### config.mk
export PLATFORM = sky130hd
export DESIGN_NAME = nanov_sequencer
export DESIGN_NICKNAME = d
export VERILOG_FILES = /design/src/rtl/nanov_sequencer_pkg.sv /design/src/rtl/nanov_sequencer_cycle_decode.sv /design/src/rtl/nanov_sequencer.sv
export SDC_FILE = /design/constraint.sdc
export NUM_CORES = 1
export LEC_CHECK = 0
export ABC_CLOCK_PERIOD_IN_PS = 2800
export CAP_MARGIN = 20
export CORE_ASPECT_RATIO = 2
export CORE_MARGIN = 3
export CORE_UTILIZATION = 45
export DETAILED_ROUTE_END_ITERATION = 8
export PLACE_DENSITY = 0.8
export SLEW_MARGIN = 25
export SYNTH_ARGS = -nofsm -noshare
export SYNTH_HDL_FRONTEND = slang
export SYNTH_HIERARCHICAL = 1
export SYNTH_SLANG_ARGS = --single-unit
### constraint.sdc
create_clock -name clk -period 2.8 [get_ports clk]
set_clock_uncertainty 0.2 [all_clocks]
set_input_delay 0.56 -clock clk [delete_from_list [all_inputs] [get_ports clk]]
set_output_delay 0.56 -clock clk [all_outputs]
set_load 0.005 [all_outputs]
### src/rtl/nanov_sequencer_pkg.sv
// nanov_sequencer_pkg
// Shared constants for the nanoV instruction sequencer and core decode:
// RV32I opcode values used to size an instruction's execution, funct3 shift
// codes, the NOP encoding loaded on reset, and the sequencer state encoding.
package nanov_sequencer_pkg;

   localparam logic [6:0] OPC_OP     = 7'b0110011;
   localparam logic [6:0] OPC_OP_IMM = 7'b0010011;
   localparam logic [6:0] OPC_JAL    = 7'b1101111;
   localparam logic [6:0] OPC_JALR   = 7'b1100111;
   localparam logic [6:0] OPC_BRANCH = 7'b1100011;

   localparam logic [2:0] F3_SLL     = 3'b001;
   localparam logic [2:0] F3_SRL_SRA = 3'b101;

   localparam logic [31:0] NOP_INSTR = 32'h0000_0013;

   typedef enum logic [1:0] {
      ST_RESET = 2'd0,
      ST_FETCH = 2'd1,
      ST_EXEC  = 2'd2,
      ST_HALT  = 2'd3
   } seq_state_e;

endpackage

### src/rtl/nanov_sequencer_cycle_decode.sv
// nanov_cycle_decode
// Combinational decoder giving the number of 32-clock execution cycles an
// instruction needs on the bit-serial core. Jumps, branches and shifts take
// two cycles; everything else (including unknown opcodes) takes one.
// Ports:
//   instr     in  32  instruction word
//   n_cycles  out 3   cycle count N (1 or 2)
module nanov_cycle_decode
   import nanov_sequencer_pkg::*;
(
   input  logic [31:0] instr,
   output logic [2:0]  n_cycles
);

   logic [6:0] opcode;
   logic [2:0] funct3;
   logic       is_shift;
   logic       unused_bits;

   assign opcode      = instr[6:0];
   assign funct3      = instr[14:12];
   assign unused_bits = ^{instr[31:15], instr[11:7]};

   assign is_shift = ((opcode == OPC_OP_IMM) || (opcode == OPC_OP)) &&
                     ((funct3 == F3_SLL) || (funct3 == F3_SRL_SRA));

   always_comb begin
      n_cycles = 3'd1;
      if ((opcode == OPC_JAL) || (opcode == OPC_JALR) ||
          (opcode == OPC_BRANCH) || is_shift) begin
         n_cycles = 3'd2;
      end
   end

endmodule

### src/rtl/nanov_sequencer.sv
// nanov_sequencer
// Instruction sequencer for the bit-serial nanoV core. Fetches each 32-bit
// instruction LSB-first from a serial memory port, holds it in parallel for
// the core, drives the core's counter/cycle timing and the serial pc bit,
// and forms the next PC from the core's branch flag and target.
//
// Handshake: fetch_req is high for the whole FETCH state; every clock in
// FETCH with fetch_valid=1 delivers one instruction bit on fetch_bit. There
// is no backpressure: the sequencer accepts every valid bit offered while
// fetch_req is high, and fetch_valid is ignored whenever fetch_req is low.
//
// Optional feature: define NANOV_MISALIGN_TRAP_EN to halt (trap=1) when a
// taken jump/branch has target[1]=1; otherwise target[1] is used as-is.
//
// Ports:
//   clk, rstn          core clock, synchronous active-low reset
//   fetch_req/addr     fetch outstanding / byte address (= PC)
//   fetch_bit/valid    serial instruction bit stream, LSB first
//   instr              current instruction, stable through EXEC
//   cycle, counter     execution cycle index / bit index 0..31
//   pc                 PC bit selected by counter
//   branch, target     from core: take branch, target (final clock)
//   trap               misaligned-target halt indicator
//   dbg_state          current sequencer state
module nanov_sequencer
   import nanov_sequencer_pkg::*;
#(
   parameter logic [31:0] RESET_PC = 32'h0000_0000
) (
   input  logic        clk,
   input  logic        rstn,
   output logic        fetch_req,
   output logic [31:0] fetch_addr,
   input  logic        fetch_bit,
   input  logic        fetch_valid,
   output logic [31:0] instr,
   output logic [2:0]  cycle,
   output logic [4:0]  counter,
   output logic        pc,
   input  logic        branch,
   input  logic [31:0] target,
   output logic        trap,
   output logic [1:0]  dbg_state
);

   seq_state_e  state_q, state_d;
   logic [30:0] fbuf_q, fbuf_d;   // bits received so far; bit 31 arrives last
   logic [4:0]  fcnt_q, fcnt_d;
   logic [31:0] instr_q, instr_d;
   logic [2:0]  cycle_q, cycle_d;
   logic [4:0]  counter_q, counter_d;
   logic [31:0] pc_q, pc_d;
   logic        taken_q, taken_d;

   logic [2:0]  n_cycles;
   logic        last_cycle;
   logic        instr_end;
   logic        fetch_done;
   logic        taken_now;
   logic        misalign_trap;
   logic [31:0] next_pc;
   logic        unused_target_lsb;

   nanov_cycle_decode u_cycle_decode (
      .instr    (instr_q),
      .n_cycles (n_cycles)
   );

   assign unused_target_lsb = target[0];

   assign last_cycle = (cycle_q == (n_cycles - 3'd1));
   assign instr_end  = (state_q == ST_EXEC) && (counter_q == 5'd31) && last_cycle;
   assign fetch_done = (state_q == ST_FETCH) && fetch_valid && (fcnt_q == 5'd31);
   // A branch flag on the final clock counts, so fold it in combinationally.
   assign taken_now  = taken_q | branch;
   assign next_pc    = taken_now ? {target[31:1], 1'b0} : (pc_q + 32'd4);

`ifdef NANOV_MISALIGN_TRAP_EN
   assign misalign_trap = taken_now && target[1];
`else
   assign misalign_trap = 1'b0;
`endif

   // State register (plus datapath registers)
   always_ff @(posedge clk) begin
      if (!rstn) begin
         state_q   <= ST_RESET;
         fbuf_q    <= '0;
         fcnt_q    <= '0;
         instr_q   <= NOP_INSTR;
         cycle_q   <= '0;
         counter_q <= '0;
         pc_q      <= RESET_PC;
         taken_q   <= 1'b0;
      end else begin
         state_q   <= state_d;
         fbuf_q    <= fbuf_d;
         fcnt_q    <= fcnt_d;
         instr_q   <= instr_d;
         cycle_q   <= cycle_d;
         counter_q <= counter_d;
         pc_q      <= pc_d;
         taken_q   <= taken_d;
      end
   end

   // Next-state logic
   always_comb begin
      state_d = state_q;
      unique case (state_q)
         ST_RESET: state_d = ST_FETCH;
         ST_FETCH: if (fetch_done) state_d = ST_EXEC;
         ST_EXEC:  if (instr_end) state_d = misalign_trap ? ST_HALT : ST_FETCH;
`ifdef NANOV_MISALIGN_TRAP_EN
         ST_HALT:  state_d = ST_HALT;
`else
         ST_HALT:  state_d = ST_RESET;
`endif
         default:  state_d = ST_RESET;
      endcase
   end

   // Datapath next values
   always_comb begin
      fbuf_d    = fbuf_q;
      fcnt_d    = fcnt_q;
      instr_d   = instr_q;
      cycle_d   = cycle_q;
      counter_d = counter_q;
      pc_d      = pc_q;
      taken_d   = taken_q;
      unique case (state_q)
         ST_FETCH: begin
            if (fetch_valid) begin
               fbuf_d = {fetch_bit, fbuf_q[30:1]};
               fcnt_d = fcnt_q + 5'd1;   // wraps to 0 on the 32nd bit
               if (fcnt_q == 5'd31) begin
                  instr_d   = {fetch_bit, fbuf_q};
                  counter_d = 5'd0;
                  cycle_d   = 3'd0;
                  taken_d   = 1'b0;
               end
            end
         end
         ST_EXEC: begin
            counter_d = counter_q + 5'd1;
            if (branch) taken_d = 1'b1;
            if ((counter_q == 5'd31) && !last_cycle) cycle_d = cycle_q + 3'd1;
            if (instr_end) begin
               taken_d   = 1'b0;
               cycle_d   = 3'd0;
               counter_d = 5'd0;
               if (!misalign_trap) pc_d = next_pc;
            end
         end
         default: begin
         end
      endcase
   end

   // Outputs
   always_comb begin
      fetch_req  = (state_q == ST_FETCH);
`ifdef NANOV_MISALIGN_TRAP_EN
      trap       = (state_q == ST_HALT);
`else
      trap       = 1'b0;
`endif
      fetch_addr = pc_q;
      instr      = instr_q;
      cycle      = cycle_q;
      counter    = counter_q;
      pc         = pc_q[counter_q];
      dbg_state  = state_q;
   end

endmodule
==> metrics.md, run 1 <==
| Metric | Value |
|---|---|
| Die ar. | `~0.013 mm²` |
| Hold_buf cts | `0` |
| Seq/Total Area, Yosys | `41.1%` |
| Power per Cell Area | `between 400 and 500 mW/mm²` |
| # nets final | `884` |
| Most frequent cells in the layout | `nand2_1 (163), clkdlybuf4s50_1 (108), dfxtp_1 (107)` |
| H-tree depth | `3` |
| Final core occ | `71.5%` |
| Synth area leader | `dfxtp_1` |
| Antenna violations before repair | `0` |
| Drt wl/cell | `20.2 µm` |
| Worst setup margin | `-305 ps` |
| Fillers | `a little over 800` |
| TritonCTS clock tree | `done` |
| Startpoint class of the critical path | `flop` |
| CTS Buf Count | `9` |
| Clock Tree Root | `clkbuf_16` |
| Placed instance area | `between 0.007 and 0.008 mm²` |
| Yosys warning count | `6` |
| Post-Syn Area | `0.00536 mm²` |
| Grt met2 use | `51.0%` |
| Crit path DAT | `3190 ps` |
| Initial core utilization | `approximately 47%` |
| Core ar. | `0.0115 mm²` |
| Post-synth EDFFs | `0` |
| Vias in the first global route | `between 5000 and 6000` |
| Total wire length | `just under 20 mm` |
| CP max FO | `4` |
| Syn-to-layout area delta | `53.3%` |
| Crit path kind | `reg -> reg` |
| Dominant synthesized flop cell | `dfxtp_1` |
| GRT busiest layer | `met2` |
| GRT Total Usage | `28.5%` |
| Most common cell after layout, fill and taps aside | `nand2_1` |
| Slew HR | `between 40% and 50%` |
| CP Capture Type | `flop` |
| Largest net degree at the start of global routing | `between 50 and 60` |
| Layout cells sized above 1 | `~25%` |
| Measured slew at the worst slew-check pin | `between 800 and 900 ps` |
| Leakage Power | `2.88 nW` |
| Vias | `5891` |
| Mean post-synth cell area | `approximately 8 µm²` |
| Gpl congestion | `around 1.1` |
| IO Port Bufs | `110` |
| Met1 Track Usage GR | `28.2%` |
| Tcrit/Tclk final | `111%` |
| Width of the die | `roughly 83 µm` |
| FF+latch count, synth | `110` |
| Clk Latency, worst-skew pair | `350 ps` |
| Io pins | `114` |
| Via density | `between 5 and 6` |
| Unique masters post-synth | `64` |
| Drt initial violations | `slightly below 400` |
| First-pass GRT wire length | `just over 30 mm` |
| Remaining Overflow, GRT | `0` |
| Max_cap viols | `0` |
| Peak supply drop | `about 420 µV` |
| Violated checks | `setup timing` |
| Cell area after layout | `slightly above 0.008 mm²` |
| Fmax | `between 0.3 and 0.4 GHz` |
| DIE HEIGHT | `160 µm` |
| Routed Antenna Nets | `0` |
| Sink Count | `110` |
| RSZ-0062 raised after global routing | `true` |
| Drt drc | `0` |
| Setup-failing EPs final | `43` |
| Detailed Routing Iterations Pass 1 | `5` |
| Met3 Use GR | `5.24%` |
| Max clock buf depth | `2` |
| Hold crit path type | `reg -> reg` |
| Area contributors post-synth | `dfxtp_1 (41%), nand2_1 (12%), a21boi_0 (6.2%)` |
| Detailed Place HPWL | `between 10 and 15 mm` |
| Pins Over Slew Limit | `0` |
| Async S/R FF share, synth | `0%` |
| CP required | `about 2900 ps` |
| Syn Inst Count | `roughly 670` |
| Number of diodes | `0` |
| Total Power | `approximately 0.0038 W` |
| Rows | `55` |
| Share of the synthesized area in the top cell type | `between 40% and 50%` |
| Min cycle time layout | `around 3100 ps` |
| Clk slew on worst S/H paths | `approximately 70 ps` |
| Outcome | `finished, violations left` |
| Hold Violations, Final | `0` |
==> Yosys cell counts, drive strengths merged (11+ instances only) <==
library cell and instances:
clkbuf 38, nand3 24, nor2 33, a21boi 44, buf 12, ha 11
nand2 171, dfxtp 110, o21ai 25, a21oi 51, nand4 11
==> report_power, final <==
part,internal (W),total [W],switching (W)
logic,0.000378,0.000932,0.000554
registers,0.00159,0.00163,0.0000412
clock network,0.000611,0.00121,0.000596
==> timing repair <==
action / in CTS / in global routing
gates cloned: 4 / 0
endpoints found under the setup margin: 39 / 42
gates resized for setup: 88 / 74
pin swaps: 45 / 35
buffers inserted: 11 / 8
==> worst paths after layout <==
check	startpoint	to	slack [ps]	cells past startpoint
max reg2reg	instr[6]$_SDFFE_PN0P_	dbg_state[0]$_SDFFE_PN0P_	-310	9
min reg2reg	instr[18]$_SDFFE_PN0P_	instr[18]$_SDFFE_PN0P_	250	2
min	instr[18]$_SDFFE_PN0P_	instr[18]$_SDFFE_PN0P_	250	2
max	instr[6]$_SDFFE_PN0P_	dbg_state[0]$_SDFFE_PN0P_	-310	9
==> area by class of cell <==
type | instances | area (µm²) | area share (%)
Multi-Input combinational cell | 498 | 3450 | 41.9
Sequential cell | 110 | 2210 | 26.9
Timing Repair Buffer | 208 | 2080 | 25.3
Clock buffer | 10 | 229 | 2.79
Tap cell | 142 | 178 | 2.16
Clock inverter | 5 | 43.8 | 0.533
Inverter | 9 | 33.8 | 0.411
==> worst max-delay path, cell delays in order, from the launching register on <==
cell and delay, ps:
dfxtp_2 330, or4b_4 530, a211o_1 300, inv_2 80, ha_4 220, xnor2_4 120, or4_4 530, and2_4 170
or4b_4 480, o21ai_2 80
==> metrics by stage <==
step	cells	setup TNS (ps)	setup slack (ps)	hold slack, ps
5_1_grt	982	-9710	-349	288
3_3_place_gp	949	-3200	-402	245
2_1_floorplan	667	-4010	-207	237
6_report	982	-6690	-305	253
3_5_place_dp	949	-4820	-439	246
4_1_cts	978	-5280	-288	256
==> routing by layer <==
layer | vias to the layer above | routed length [µm]
met4 | 0 | 1670
met5 | - | 0
li1 | 2696 | -
met1 | 2784 | 6690
met2 | 298 | 10300
met3 | 113 | 1190
==> registers in the layout, indices dropped and copies added (netlist names) <==
signal	cells
counter	5
fcnt_q	5
taken_q	1
cycle	3
fetch_addr	31
dbg_state	2
instr	32
fbuf_q	31
==> cells by family (layout without fill, tap and decap cells) <==
family                   after synthesis  count (layout)  synth area share (%)
multiplexers                          14              14                  4.74
buffers and inverters                 59             232                  4.41
flip-flops                           110             110                  41.1
XOR/XNOR                               6               6                  1.26
adder cells (fa/ha/maj)               11              11                  2.57
AND/OR/NAND/NOR                      287             287                  24.1
other                                  2               3                 0.140
AO/OA/AOI/OAI                        177             177                  21.7
Power figures use the tool's default switching activity.
==> run 2, diff against run 1 <==
CORE_MARGIN = 2   (was 3)
SYNTH_HIERARCHICAL = unset   (was 1)
==> run 2 against run 1 <==
  * The flow still finishes with violations (setup timing)
  * Maximum frequency up 3.4%
  * Clock power rose by 11%
  * Synthesized area shrank 2.4%
  * Sequential cell count unchanged
  * Largest cell class unchanged
==> metrics.md, run 2 <==
| Metric | Value |
|---|---|
| Outcome | `finished, violations left (unchanged)` |
| Violated checks | `setup timing (unchanged)` |
| Drt initial violations | `509 (was 390)` |
| Number of diodes | `0 (unchanged)` |
| TritonCTS clock tree | `done (unchanged)` |
| Max clock buf depth | `2 (unchanged)` |
| Pre-CTS WS | `-303 ps (was -439 ps)` |
| Clk Latency, worst-skew pair | `350 ps (about the same)` |
| Seq/Total Area, Yosys | `42.1% (was 41.1%)` |
| Worst setup margin | `-205 ps (was -305 ps)` |
| Rows | `55 (unchanged)` |
| CP required | `2040 ps (was 2880 ps)` |
| Leakage Power | `2.60 nW (was 2.88 nW)` |
| CP Capture Type | `output port (was flop)` |
| Drt wl/cell | `19.0 µm (was 20.2 µm)` |
| Worst Reg2Reg Path Length in Cells | `13 (was 9)` |
| Dominant synthesized flop cell | `dfxtp_1 (unchanged)` |
| Slew HR | `55.4% (was 43.5%)` |
| Unique masters post-synth | `61 (was 64)` |
| Clk slew on worst S/H paths | `70 ps (about the same)` |
| GRT Total Usage | `27.5% (was 28.5%)` |
| Peak supply drop | `347 µV (was 422 µV)` |
| H-tree depth | `3 (unchanged)` |
| # nets final | `860 (was 884)` |
| Die ar. | `0.0126 mm² (was 0.0133 mm²)` |
| Via density | `5.93 (was 6.00)` |
| Mean post-synth cell area | `7.93 µm² (was 8.05 µm²)` |
| Synth area leader | `dfxtp_1 (unchanged)` |
| Remaining Overflow, GRT | `0 (unchanged)` |
| R2r setup slk | `20 ps (was -310 ps)` |
| Crit-path most repeated cell | `mux4_2 (was or4b_4)` |
| Total wire length | `18.2 mm (was 19.9 mm)` |
| Vias | `5695 (was 5891)` |
| Min cycle time layout | `3000 ps (was 3110 ps)` |
| FF+latch count, synth | `110 (unchanged)` |
| Detailed Place HPWL | `12.7 mm (was 13.2 mm)` |
| Critical Path Slowest Stage Cell | `mux4_2 (was or4b_4)` |
| Routed Antenna Nets | `0 (unchanged)` |
| Syn Inst Count | `660 (was 666)` |
| Clock Tree Root | `clkbuf_16 (unchanged)` |
| Max stage delay on crit path | `510 ps (was 530 ps)` |
| Fmax | `0.333 GHz (was 0.322 GHz)` |
| Vias in the first global route | `5547 (was 5980)` |
| Worst setup startpoint | `counter[0]$_SDFFE_PN0P_ (was instr[6]$_SDFFE_PN0P_)` |
| Largest register FFs | `32 (unchanged)` |
| Setup-failing EPs final | `1 (was 43)` |
| Initial core utilization | `46.1% (was 46.7%)` |
| Measured slew at the worst slew-check pin | `663 ps (was 840 ps)` |
| Antenna violations before repair | `0 (unchanged)` |
| Cell area after layout | `0.00742 mm² (was 0.00822 mm²)` |
| Area contributors post-synth | `dfxtp_1 (42%), nand2_1 (13%), a21oi_1 (10%) (was dfxtp_1 (41%), nand2_1 (12%), a21boi_0 (6.2%))` |
| Critical-path cell list | `buf_4, mux4_2, mux4_2, mux2_4, buf_6 (was or4b_4, a211o_1, inv_2, ha_4, xnor2_4, or4_4, and2_4, or4b_4, o21ai_2)` |
| Width of the die | `80.3 µm (was 83.2 µm)` |
| Max_cap viols | `0 (unchanged)` |
| Crit path kind | `reg -> out (was reg -> reg)` |
| Syn-to-layout area delta | `41.7% (was 53.3%)` |
| Yosys warning count | `0 (was 6)` |
| Core ar. | `0.0114 mm² (was 0.0115 mm²)` |
| Most frequent cell after synthesis | `nand2_1 (unchanged)` |
| Detailed Routing Iterations Pass 1 | `7 (was 5)` |
| Io pins | `114 (unchanged)` |
| Largest net degree at the start of global routing | `37 (was 51)` |
| Most frequent cells in the layout | `nand2_1 (185), clkdlybuf4s50_1 (109), dfxtp_1 (108) (was nand2_1 (163), clkdlybuf4s50_1 (108), dfxtp_1 (107))` |
| Post-synth EDFFs | `0 (unchanged)` |
| Reg2reg start | `counter[0]$_SDFFE_PN0P_ (was instr[6]$_SDFFE_PN0P_)` |
| Share of the synthesized area in the top cell type | `42.1% (was 41.1%)` |
| Gpl congestion | `0.970 (was 1.05)` |
| DIE HEIGHT | `157 µm (was 160 µm)` |
| CP max FO | `4 (unchanged)` |
| Tcrit/Tclk final | `107% (was 111%)` |
| Post-Syn Area | `0.00524 mm² (was 0.00536 mm²)` |
| Total Power | `0.00314 W (was 0.00377 W)` |
| Layout cells sized above 1 | `17.1% (was 24.9%)` |
| Worst reg2reg endpoint | `fetch_addr[4]$_SDFFE_PN0P_ (was dbg_state[0]$_SDFFE_PN0P_)` |
| Drt drc | `0 (unchanged)` |
| Most common cell after layout, fill and taps aside | `nand2_1 (unchanged)` |
| Power per Cell Area | `423 mW/mm² (was 459 mW/mm²)` |
| Async S/R FF share, synth | `0% (unchanged)` |
| RSZ-0062 raised after global routing | `true (unchanged)` |
| First-pass GRT wire length | `26.9 mm (was 30.4 mm)` |
| IO Port Bufs | `110 (unchanged)` |
| Startpoint class of the critical path | `flop (unchanged)` |
| Placed instance area | `0.00687 mm² (was 0.00714 mm²)` |
| Hold crit path type | `reg -> reg (unchanged)` |
| Pins Over Slew Limit | `0 (unchanged)` |
| Hold Violations, Final | `0 (unchanged)` |
| Hold Startpoint | `instr[31]$_SDFFE_PN0P_ (was instr[18]$_SDFFE_PN0P_)` |
| Post-synth top cells | `nand2_1 (186), dfxtp_1 (110), a21oi_1 (106) (was nand2_1 (171), dfxtp_1 (110), a21oi_1 (51))` |
| Worst hold path endpoint | `instr[31]$_SDFFE_PN0P_ (was instr[18]$_SDFFE_PN0P_)` |
| Crit path DAT | `2240 ps (was 3190 ps)` |
| WHS Path Cells | `2 (unchanged)` |
| Sink Count | `110 (unchanged)` |
| CTS Buf Count | `9 (unchanged)` |
## run 2: cell types whose count changed in the layout (fill, tap and decap cells not counted), sizes merged, moves of 4 or more
cell	before	now
a211oi	5	9
a21boi	44	1
a21oi	51	106
and2	6	1
and4	4	0
buf	99	82
nand2	171	187
nor2	33	23
o21ai	25	21
o32ai	0	10
## run 2: layout make-up
type	instances	area, µm²
clock buffers	9	225
clock inverters	7	91.3
fillers	959	3940
inverters	8	30.0
multi-input cells	493	2880
flip-flops and latches	110	2210
well taps	142	178
repair buffers	192	1810
## run 2: worst max path at each step
stage               end  slack (ps)  cells past startpoint
CTS                  pc        -220                      5
global placement     pc        -290                      5
finish               pc        -200                      5
floorplan            pc          90                      4
global route         pc        -240                      5
detailed placement   pc        -300                      5
## run 2: logic make-up after synthesis
family                   share of synthesized area, %
XOR/XNOR                                        0.502
multiplexers                                     4.78
AO/OA/AOI/OAI                                    20.3
other                                          0.0716
adder cells (fa/ha/maj)                          2.15
flip-flops                                       42.1
buffers and inverters                            5.57
AND/OR/NAND/NOR                                  24.6
## run 2: per-stage QoR
stage                     instances  hold WS [ps]  util (%)  setup TNS [ps]
after floorplan                 661           237         -               0
after global placement          936           245      60.5            -410
after detailed placement        936           250      60.5           -2780
after CTS                       954           261      63.5            -217
after global routing            961           281      65.3            -720
final                           961           256      65.3            -205
## run 2: repair_timing
| action | in CTS | in global routing |
|---|---|---|
| setup endpoints to repair | 42 | 43 |
| resized for setup | 9 | 23 |
| hold buffers | 0 | 0 |
| pin swaps | 0 | 5 |
| gates cloned | 0 | 3 |
| setup buffers | 2 | 4 |
## run 2: where the power goes
group / leakage [nW] / internal, W / switching, W
Sequential: 0.888 / 0.00157 / 0.00000542
Clock: 0.151 / 0.000715 / 0.000626
Combinational: 1.56 / 0.0000938 / 0.000133
Total: 2.60 / 0.00238 / 0.000765
## run 2: worst max-delay path: cells and delay by family (launching register included)
kind	cells	cell delay, ps
flip-flops	1	390
multiplexers	3	1250
buffers and inverters	2	240
## run 2: layer usage
metal	up-vias	share of wire, %	GRT usage [%]
met3	87	5.6	4.50
li1	2631	-	-
met2	285	54	52.1
met4	0	6.5	18.0
met1	2692	34	26.2
met5	-	0	0
==> run 3, diff against run 2 <==
CAP_MARGIN = 30   (was 20)
CORE_UTILIZATION = 46   (was 45)
PLACE_DENSITY = 0.81   (was 0.8)
==> run 3 against run 2 <==
  * The run still ends with setup timing left
  * Register-to-register slack improved by 150 ps
  * Power fell by 2.8%
  * Global-route usage fell by 1.0 points
  * Non-clock buffer count fell by 21
  * Worst setup slack got worse by 13 ps
  * Sequential cell count did not move
  * Utilization fell by 1.4 points
  * First-iteration DRC count fell by 34%
  * Critical path depth did not move
  * Cell area fell by 3.4%
  * Hold slack improved by 2.1 ps
  * Cell count fell by 2.2%
  * Critical endpoint unchanged
  * Highest routed layer unchanged
==> metrics.md, run 3 (same netlist as run 2, synthesis figures left out) <==
| Metric | Value |
|---|---|
| Clk slew on worst S/H paths | `80 ps (was 70 ps)` |
| Outcome | `finished, violations left (unchanged)` |
| Gpl congestion | `0.915 (was 0.970)` |
| Pre-CTS WS | `-279 ps (was -303 ps)` |
| Io pins | `114 (unchanged)` |
| Worst Hold Slack | `258 ps (was 256 ps)` |
| Leakage Power | `2.46 nW (was 2.60 nW)` |
| Slew HR | `55.6% (was 55.4%)` |
| Die ar. | `0.0123 mm² (was 0.0126 mm²)` |
| Violated checks | `setup timing (unchanged)` |
| Via density | `5.78 (was 5.93)` |
| DIE HEIGHT | `155 µm (was 157 µm)` |
| Core ar. | `0.0112 mm² (was 0.0114 mm²)` |
| Vias in the first global route | `5380 (was 5547)` |
| Detailed Place HPWL | `11.9 mm (was 12.7 mm)` |
| Power per Cell Area | `426 mW/mm² (was 423 mW/mm²)` |
| CTS Buf Count | `9 (unchanged)` |
| CP max FO | `5 (was 4)` |
| Max clock buf depth | `2 (unchanged)` |
| Drt wl/cell | `17.2 µm (was 19.0 µm)` |
| Setup TNS | `-217 ps (was -205 ps)` |
| Layout cells sized above 1 | `13.9% (was 17.1%)` |
| IO Port Bufs | `110 (unchanged)` |
| Syn-to-layout area delta | `36.9% (was 41.7%)` |
| Most frequent cells in the layout | `nand2_1 (185), clkdlybuf4s50_1 (109), dfxtp_1 (108) (unchanged)` |
| Peak supply drop | `360 µV (was 347 µV)` |
| Worst setup margin | `-217 ps (was -205 ps)` |
| Final core occ | `63.9% (was 65.3%)` |
| Initial core utilization | `46.7% (was 46.1%)` |
| Largest register FFs | `32 (unchanged)` |
| CP required | `2040 ps (about the same)` |
| Min cycle time layout | `3020 ps (was 3000 ps)` |
| Measured slew at the worst slew-check pin | `666 ps (was 663 ps)` |
| Largest net degree at the start of global routing | `45 (was 37)` |
| TritonCTS clock tree | `done (unchanged)` |
| Remaining Overflow, GRT | `0 (unchanged)` |
| Hold Violations, Final | `0 (unchanged)` |
| Drt initial violations | `337 (was 509)` |
| Crit path DAT | `2260 ps (was 2240 ps)` |
| Detailed Routing Iterations Pass 1 | `5 (was 7)` |
| Vias | `5437 (was 5695)` |
| Fmax | `0.331 GHz (was 0.333 GHz)` |
| Drt drc | `0 (unchanged)` |
| Hold_buf cts | `0 (unchanged)` |
| Width of the die | `79.4 µm (was 80.3 µm)` |
| H-tree depth | `3 (unchanged)` |
| First-pass GRT wire length | `25.7 mm (was 26.9 mm)` |
| Clock Tree Root | `clkbuf_16 (unchanged)` |
| Setup-failing EPs final | `1 (unchanged)` |
| Crit path kind | `reg -> out (unchanged)` |
| Hold crit path type | `reg -> reg (unchanged)` |
| Rows | `55 (unchanged)` |
| # nets final | `839 (was 860)` |
| Total wire length | `16.1 mm (was 18.2 mm)` |
| CP Capture Type | `output port (unchanged)` |
| Pins Over Slew Limit | `0 (unchanged)` |
| Max_cap viols | `0 (unchanged)` |
| GRT Total Usage | `26.5% (was 27.5%)` |
| Most common cell after layout, fill and taps aside | `nand2_1 (unchanged)` |
| Startpoint class of the critical path | `flop (unchanged)` |
| RSZ-0062 raised after global routing | `true (unchanged)` |
| Clk Latency, worst-skew pair | `350 ps (about the same)` |
| Tcrit/Tclk final | `108% (was 107%)` |
| Antenna violations before repair | `0 (unchanged)` |
| Routed Antenna Nets | `0 (unchanged)` |
| Sink Count | `110 (unchanged)` |
| Number of diodes | `0 (unchanged)` |
==> run 3: metrics by stage <==
step / power, W / cells / cell area [µm²]
after global routing: 0.00315 / 940 / 7170
after floorplan: 0.00172 / 661 / 5240
after global placement: 0.00181 / 923 / 6800
final: 0.00305 / 940 / 7170
after detailed placement: 0.00182 / 923 / 6800
after CTS: 0.00307 / 940 / 7130
==> run 3: path summary, 6_finish.rpt <==
path                            from                           to  slack (ps)  cells past startpoint
max          counter[0]$_SDFFE_PN0P_                           pc        -220                      5
min           instr[10]$_SDFFE_PN0P_       instr[10]$_SDFFE_PN0P_         260                      2
max reg2reg  counter[0]$_SDFFE_PN0P_  fetch_addr[16]$_SDFFE_PN0P_         170                     11
min reg2reg   instr[10]$_SDFFE_PN0P_       instr[10]$_SDFFE_PN0P_         260                      2
==> run 3: repair_timing <==
item,in CTS,in global routing
gates resized for setup,12,9
buffers inserted,1,0
pin swaps,0,1
cloned,0,0
setup endpoints to repair,15,21
==> run 3: layer usage <==
layer,global-route usage [%],vias to the layer above,share of wire (%)
met2,48.3,207,56
met1,27.7,2586,36
met4,15.8,0,4.4
met3,4.06,50,3.8
li1,-,2594,-
met5,0,-,0
==> run 3: cell type report <==
cell class	instances	area, µm²
Clock inverter	7	76.3
Sequential cell	110	2210
Tap cell	142	178
Multi-Input combinational cell	493	2800
Timing Repair Buffer	171	1650
Fill cell	969	4050
Clock buffer	9	225
Inverter	8	30.0
==> run 3: critical path, stage by stage (launching register included) <==
cell	delay, ps
dfxtp_4	390
buf_12	120
mux4_2	500
mux4_2	510
mux2_4	280
buf_6	110
==> run 3: power by group <==
group / switching, W / internal (W)
registers: 0.00000561 / 0.00157
clock network: 0.000632 / 0.000632
logic: 0.000125 / 0.0000901
total: 0.000762 / 0.00229
